$ cat config.mk
export PLATFORM = sky130hd
export DESIGN_NAME = dummy_xif_issuer
export DESIGN_NICKNAME = d
export VERILOG_FILES = /design/src/rtl/dummy_accelerator_pkg.sv /design/src/rtl/dummy_xif_scoreboard.sv /design/src/rtl/dummy_xif_issuer.sv
export SDC_FILE = /design/constraint.sdc
export NUM_CORES = 1
export LEC_CHECK = 0
export CAP_MARGIN = 15
export CORE_ASPECT_RATIO = 1.5
export CORE_UTILIZATION = 46
export CTS_BUF_LIST = sky130_fd_sc_hd__clkbuf_16
export DETAILED_ROUTE_END_ITERATION = 10
export DONT_BUFFER_PORTS = 1
export REMOVE_ABC_BUFFERS = 1
export SYNTH_ARGS = -nofsm -noshare
export SYNTH_HDL_FRONTEND = slang
export SYNTH_HIERARCHICAL = 1
export SYNTH_SLANG_ARGS = --single-unit
$ cat constraint.sdc
create_clock -name clk_i -period 6.1 [get_ports clk_i]
set_clock_uncertainty 0.1 [all_clocks]
set_input_delay 0.305 -clock clk_i [delete_from_list [all_inputs] [get_ports clk_i]]
set_output_delay 0.305 -clock clk_i [all_outputs]
set_load 0.01 [all_outputs]
$ cat src/rtl/dummy_accelerator_pkg.sv
// dummy_accelerator_pkg: shared X-IF widths, tag/scoreboard types and issuer FSM states
package dummy_accelerator_pkg;

    localparam int unsigned X_ID_WIDTH           = 4;
    localparam int unsigned XLEN                 = 32;
    localparam int unsigned ADDR_WIDTH           = 5;
    localparam int unsigned MAX_INFLIGHT_DEFAULT = 4;

    typedef struct packed {
        logic [X_ID_WIDTH-1:0] id;
        logic [ADDR_WIDTH-1:0] rd;
    } TagType;

    typedef struct packed {
        logic   valid;
        logic   we;
        TagType tag;
    } ScbEntryType;

    typedef enum logic [1:0] {
        IDLE,
        ISSUE,
        COMMIT
    } issuer_state_e;

endpackage

$ cat src/rtl/dummy_xif_scoreboard.sv
// dummy_xif_scoreboard: tag store of outstanding X-IF IDs with an allocate port and a combinational lookup/free port
module dummy_xif_scoreboard
    import dummy_accelerator_pkg::*;
#(
    parameter int unsigned MAX_INFLIGHT = MAX_INFLIGHT_DEFAULT
) (
    input  logic                  clk_i,
    input  logic                  rst_i,
    input  logic                  alloc_i,
    input  TagType                alloc_tag_i,
    input  logic                  alloc_we_i,
    input  logic                  free_i,
    input  logic [X_ID_WIDTH-1:0] lookup_id_i,
    output logic                  hit_o,
    output logic                  hit_we_o,
    output logic [ADDR_WIDTH-1:0] hit_rd_o
);

    localparam int unsigned IDX_W = (MAX_INFLIGHT > 1) ? $clog2(MAX_INFLIGHT) : 1;

    ScbEntryType [MAX_INFLIGHT-1:0] entries_q, entries_d;
    logic [IDX_W-1:0]               hit_idx, free_idx;
    logic                           free_found;

    // Descending scan so the lowest matching/free index wins.
    always_comb begin
        hit_o      = 1'b0;
        hit_idx    = '0;
        free_found = 1'b0;
        free_idx   = '0;
        for (int i = MAX_INFLIGHT - 1; i >= 0; i--) begin
            if (entries_q[i].valid && entries_q[i].tag.id == lookup_id_i) begin
                hit_o   = 1'b1;
                hit_idx = IDX_W'(i);
            end
            if (!entries_q[i].valid) begin
                free_found = 1'b1;
                free_idx   = IDX_W'(i);
            end
        end
    end

    assign hit_we_o = entries_q[hit_idx].we;
    assign hit_rd_o = entries_q[hit_idx].tag.rd;

    // Allocation only targets slots free at the start of the cycle, so it never
    // collides with an entry being freed and a same-cycle result cannot hit it.
    always_comb begin
        entries_d = entries_q;
        if (free_i && hit_o) entries_d[hit_idx].valid = 1'b0;
        if (alloc_i && free_found) entries_d[free_idx] = '{valid: 1'b1, we: alloc_we_i, tag: alloc_tag_i};
    end

    always_ff @(posedge clk_i or posedge rst_i) begin
        if (rst_i) entries_q <= '0;
        else entries_q <= entries_d;
    end

endmodule

$ cat src/rtl/dummy_xif_issuer.sv
// dummy_xif_issuer: X-IF initiator that issues offload requests, commits them and retires out-of-order results
module dummy_xif_issuer
    import dummy_accelerator_pkg::*;
#(
    parameter int unsigned MAX_INFLIGHT = MAX_INFLIGHT_DEFAULT
) (
    input  logic                                  clk_i,
    input  logic                                  rst_i,
    input  logic                                  req_valid_i,
    output logic                                  req_ready_o,
    input  logic [31:0]                           req_instr_i,
    input  logic [XLEN-1:0]                       req_rs1_i,
    input  logic [XLEN-1:0]                       req_rs2_i,
    output logic                                  issue_valid_o,
    input  logic                                  issue_ready_i,
    output logic [31:0]                           issue_instr_o,
    output logic [X_ID_WIDTH-1:0]                 issue_id_o,
    output logic [2*XLEN-1:0]                     issue_rs_o,
    input  logic                                  issue_accept_i,
    input  logic                                  issue_writeback_i,
    output logic                                  commit_valid_o,
    output logic [X_ID_WIDTH-1:0]                 commit_id_o,
    output logic                                  commit_kill_o,
    input  logic                                  result_valid_i,
    output logic                                  result_ready_o,
    input  logic [X_ID_WIDTH-1:0]                 result_id_i,
    input  logic [ADDR_WIDTH-1:0]                 result_rd_i,
    input  logic [XLEN-1:0]                       result_data_i,
    input  logic                                  result_we_i,
    output logic                                  wb_valid_o,
    output logic [ADDR_WIDTH-1:0]                 wb_rd_o,
    output logic [XLEN-1:0]                       wb_data_o,
    output logic                                  illegal_o,
    output logic                                  err_o,
    output logic [$clog2(MAX_INFLIGHT+1)-1:0]     inflight_o
);

    localparam int unsigned CNT_W = $clog2(MAX_INFLIGHT + 1);

    issuer_state_e         state_q, state_d;
    logic [31:0]           instr_q, instr_d;
    logic [XLEN-1:0]       rs1_q, rs1_d, rs2_q, rs2_d;
    logic [X_ID_WIDTH-1:0] id_q, id_d;
    logic                  accept_q, accept_d, we_q, we_d;
    logic [CNT_W-1:0]      inflight_q, inflight_d;
    logic                  wb_valid_q, wb_valid_d;
    logic [ADDR_WIDTH-1:0] wb_rd_q, wb_rd_d;
    logic [XLEN-1:0]       wb_data_q, wb_data_d;
    logic                  err_q, err_d;
    logic                  alloc, hit, hit_we, res_hit, bad;
    logic [ADDR_WIDTH-1:0] hit_rd;

    dummy_xif_scoreboard #(
        .MAX_INFLIGHT(MAX_INFLIGHT)
    ) u_scb (
        .clk_i      (clk_i),
        .rst_i      (rst_i),
        .alloc_i    (alloc),
        .alloc_tag_i('{id: id_q, rd: instr_q[11:7]}),
        .alloc_we_i (we_q),
        .free_i     (result_valid_i),
        .lookup_id_i(result_id_i),
        .hit_o      (hit),
        .hit_we_o   (hit_we),
        .hit_rd_o   (hit_rd)
    );

    assign req_ready_o    = ~rst_i && state_q == IDLE && inflight_q < CNT_W'(MAX_INFLIGHT);
    assign result_ready_o = ~rst_i;
    assign issue_valid_o  = state_q == ISSUE;
    assign issue_instr_o  = instr_q;
    assign issue_id_o     = id_q;
    assign issue_rs_o     = {rs2_q, rs1_q};
    assign commit_valid_o = state_q == COMMIT;
    assign commit_id_o    = id_q;
    assign commit_kill_o  = commit_valid_o && !accept_q;
    assign illegal_o      = commit_kill_o;
    assign alloc          = commit_valid_o && accept_q;
    assign wb_valid_o     = wb_valid_q;
    assign wb_rd_o        = wb_rd_q;
    assign wb_data_o      = wb_data_q;
    assign err_o          = err_q;
    assign inflight_o     = inflight_q;

    always_comb begin
        state_d  = state_q;
        instr_d  = instr_q;
        rs1_d    = rs1_q;
        rs2_d    = rs2_q;
        id_d     = id_q;
        accept_d = accept_q;
        we_d     = we_q;
        case (state_q)
            IDLE: if (req_valid_i && req_ready_o) begin
                instr_d = req_instr_i;
                rs1_d   = req_rs1_i;
                rs2_d   = req_rs2_i;
                state_d = ISSUE;
            end
            ISSUE: if (issue_ready_i) begin
                accept_d = issue_accept_i;
                we_d     = issue_writeback_i;
                state_d  = COMMIT;
            end
            COMMIT: begin
                id_d    = id_q + 1'b1;
                state_d = IDLE;
            end
            default: state_d = IDLE;
        endcase
    end

    // A hit entry is freed even when the result is malformed.
    always_comb begin
        res_hit    = result_valid_i && hit;
        bad        = result_valid_i && (!hit || hit_rd != result_rd_i || (result_we_i && !hit_we));
        wb_valid_d = result_valid_i && !bad && result_we_i;
        wb_rd_d    = wb_valid_d ? hit_rd : wb_rd_q;
        wb_data_d  = wb_valid_d ? result_data_i : wb_data_q;
        err_d      = err_q || bad;
        inflight_d = inflight_q + CNT_W'(alloc) - CNT_W'(res_hit);
    end

    always_ff @(posedge clk_i or posedge rst_i) begin
        if (rst_i) begin
            state_q    <= IDLE;
            instr_q    <= '0;
            rs1_q      <= '0;
            rs2_q      <= '0;
            id_q       <= '0;
            accept_q   <= 1'b0;
            we_q       <= 1'b0;
            inflight_q <= '0;
            wb_valid_q <= 1'b0;
            wb_rd_q    <= '0;
            wb_data_q  <= '0;
            err_q      <= 1'b0;
        end else begin
            state_q    <= state_d;
            instr_q    <= instr_d;
            rs1_q      <= rs1_d;
            rs2_q      <= rs2_d;
            id_q       <= id_d;
            accept_q   <= accept_d;
            we_q       <= we_d;
            inflight_q <= inflight_d;
            wb_valid_q <= wb_valid_d;
            wb_rd_q    <= wb_rd_d;
            wb_data_q  <= wb_data_d;
            err_q      <= err_d;
        end
    end

endmodule

==> flow_summary.ini <==
[placement]
port_buffers = 0
dp_hpwl_um = 12500
place_congestion = 0.754
place_inst = 691

[route]
first_pass_iters = 4
vias = 4661
wl_per_cell_um = 22.0
routed_wl_um = 18800
drtAntennaViolNets = 0
vias_per_cell = 5.44
drc = 0
drtIter0Drc = 178

[pwr]
intPower_mw = 2.83
power_switching_share_pct = 33.6
power_density_nw_per_um2 = 429
p_total_mw = 4.25
p_comb_share_pct = 20.1
peakVddDrop_mv = 0.289
p_leak_nw = 4.62
switching_power_mw = 1.43
p_seq_share_pct = 54.5
clkPwrFrac_pct = 25.5

[clock_network]
cts_buffers = 17
cts.clk_slew.worst_paths_ps = 70
clockBufferDepth = 2
insertion_delay_ps = 430
cts_setup_buffers = 0
htree_num_levels = 4
cts_resized = 0
cts_sinks = 190
cts_tree = yes
root_buffer = clkbuf_16

[timing]
holdWs_ps = 44.0
setup_tns_ps = 0
hold_viol_final = 0
setup_violations = 0
finalMaxSlewViolations = 0
tightest_slew_ps = 1150
max_freq_mhz = 296
fin_crit_ps = 3380
period_share_pct = 55.5
rsz0062_at_grt = false
slew_headroom_pct = 23.4

[global_route]
grt_max_degree = 91
grt_pass1_vias = 5295
globalRoute.totalOverflow = 0
antenna_found_initial = 0
grt_usage_pct = 22.5
grt_pass1_wl_um = 29200

[cells_and_area]
final_nets = 783
n_antenna_cell = 0
drive_above_1_share_pct = 34.0
synthToLayoutAreaGrowth_pct = 26.0
instances_no_fill = 857

[worst_hold_path]
hold_path_depth = 2
hold_start = result_valid_i
hold_path.class = primary input to flip-flop

[yosys]
synth_adder_area_share_pct = 0.732
synth_xor_area_share_pct = 2.90
ys_seq_elements = 190
ys_top_cells_by_area = dfrtp_1 (60%), mux2_2 (20%), mux2_4 (5.7%), xnor2_1 (1.4%), xor2_1 (1.4%)
yosys_warnings = 6
synthTopCellsByCount = dfrtp_1 (190), mux2_2 (142), mux2_4 (30)
synthSimpleGateAreaFrac_pct = 3.72
synthMuxAreaShare_pct = 26.6
synth_compound_area_share_pct = 2.64
synth_top_family_by_area = multiplexers
yosysTopAreaCell = dfrtp_1
ys_seq_area_share_pct = 60.5
synthArstFlopShare_pct = 100
synthFlopType = dfrtp_1
synth_edf_count = 0
synth.top_cell.area_share_pct = 60.5
ys_types = 45
yosysMostFrequentCell = dfrtp_1
synth_area_um2 = 7860
netlist_instances = 501
avgSynthCellArea_um2 = 15.7

[critical_path]
r2r_cells = 10
criticalPathCategory = flip-flop to flip-flop
critPathMaxFanout = 36
r2r_start = u_scb/entries_q[17]
cp-start-kind = flip-flop
crit_start = u_scb/entries_q[17]
required_ps = 6310
cp-end-kind = flip-flop
worstPathArrival_ps = 3600

[run]
max_cap_violations = 0

[floorplanning]
num_io_pins = 297
die_height_um = 162
die_w_um = 109
rows = 58
dieArea_um2 = 17600
start_util_pct = 46.9
core_area_um2 = 16800

[outcome]
status = completed
[worst paths after layout]
check / to / slack, ps
setup / recovery: wb_data_o[23] / 2720
hold / removal: u_scb/entries_q[32] / 40
setup reg to reg: wb_data_o[23] / 2720
hold reg to reg: u_scb/entries_q[35] / 400
max in group asynchronous: wb_data_o[15] / 4070
min in group asynchronous: state_q[1] / 410
[critical path: stages (launching register included)]
cell,delay (ps)
dfrtp_1,390
xnor2_1,240
nand3_2,200
nor2_2,410
o31ai_2,200
a32o_1,290
xor2_1,190
nor4_4,400
nand3b_2,120
buf_4,330
mux2_4,380
[layout make-up]
cell class,instances,area [um2]
repair buffers,139,1380
flip-flops and latches,190,4750
fillers,1298,6860
well taps,210,263
clock inverters,15,149
multi-input cells,274,2890
clock buffers,17,425
inverters,12,50.0
[cell usage in the layout, fill, tap and decap left out, types with 4 or more instances in the layout]
| master | count |
|---|---|
| dfrtp_1 | 190 |
| mux2_2 | 142 |
| dlygate4sd3_1 | 134 |
| mux2_4 | 30 |
| clkbuf_16 | 17 |
| xor2_1 | 13 |
| xnor2_1 | 13 |
| nand2_1 | 11 |
| inv_1 | 11 |
| inv_6 | 7 |
| a221o_1 | 6 |
| or3_1 | 6 |
| a32o_1 | 6 |
| buf_4 | 5 |
| nand2b_1 | 4 |
[metal layers]
| metal | wire [um] | GRT usage [%] | vias up | share of wire, % |
|---|---|---|---|---|
| li1 | - | - | 2032 | - |
| met1 | 6550 | 24.0 | 2394 | 35 |
| met2 | 10500 | 39.1 | 189 | 56 |
| met3 | 1160 | 7.42 | 46 | 6.2 |
| met4 | 657 | 11.1 | 0 | 3.5 |
| met5 | 0 | 0 | - | 0 |
[sequential cells by signal, summed over array words and instances, names as in the netlist, 3 cells and up]
name	cells
commit_id_o	4
wb_rd_o	5
issue_instr_o	32
wb_data_o	32
rs1_q	32
rs2_q	32
u_scb/entries_q	44
inflight_o	3
[what timing repair did]
| action | CTS | global route |
|---|---|---|
| endpoints found under the setup margin | 0 | 0 |
| hold buffers | 134 | 0 |
| hold endpoints to repair | 256 | 0 |
[cell families (layout without fill, tap and decap cells)]
group,Yosys count,count (layout)
xor gates and xnor gates,26,26
muxes,176,176
DFF,190,190
adders and majority gates,4,4
buffers and inverters,37,183
AOI/OAI and AO/OA,22,22
and+or+nand+nor,46,46
[per-stage QoR]
step                util (%)  cell area [um2]  setup WS (ps)
global placement        47.7             7990           2800
finish                  59.1             9910           2720
global route            59.1             9910           2540
detailed placement      47.7             7990           2720
CTS                     59.1             9910           2700
floorplan                  -             7680           1690
[power by group through the flow]
stage          combinational, mW  sequential [mW]  clock, mW
2_1_floorplan              0.684             2.17          0
3_3_place_gp               0.747             2.33          0
3_5_place_dp               0.785             2.33          0
4_1_cts                    0.855             2.32       1.11
5_1_grt                    0.935             2.38       1.16
6_report                   0.853             2.32       1.08
No activity file was read; power rests on OpenSTA's default activity.
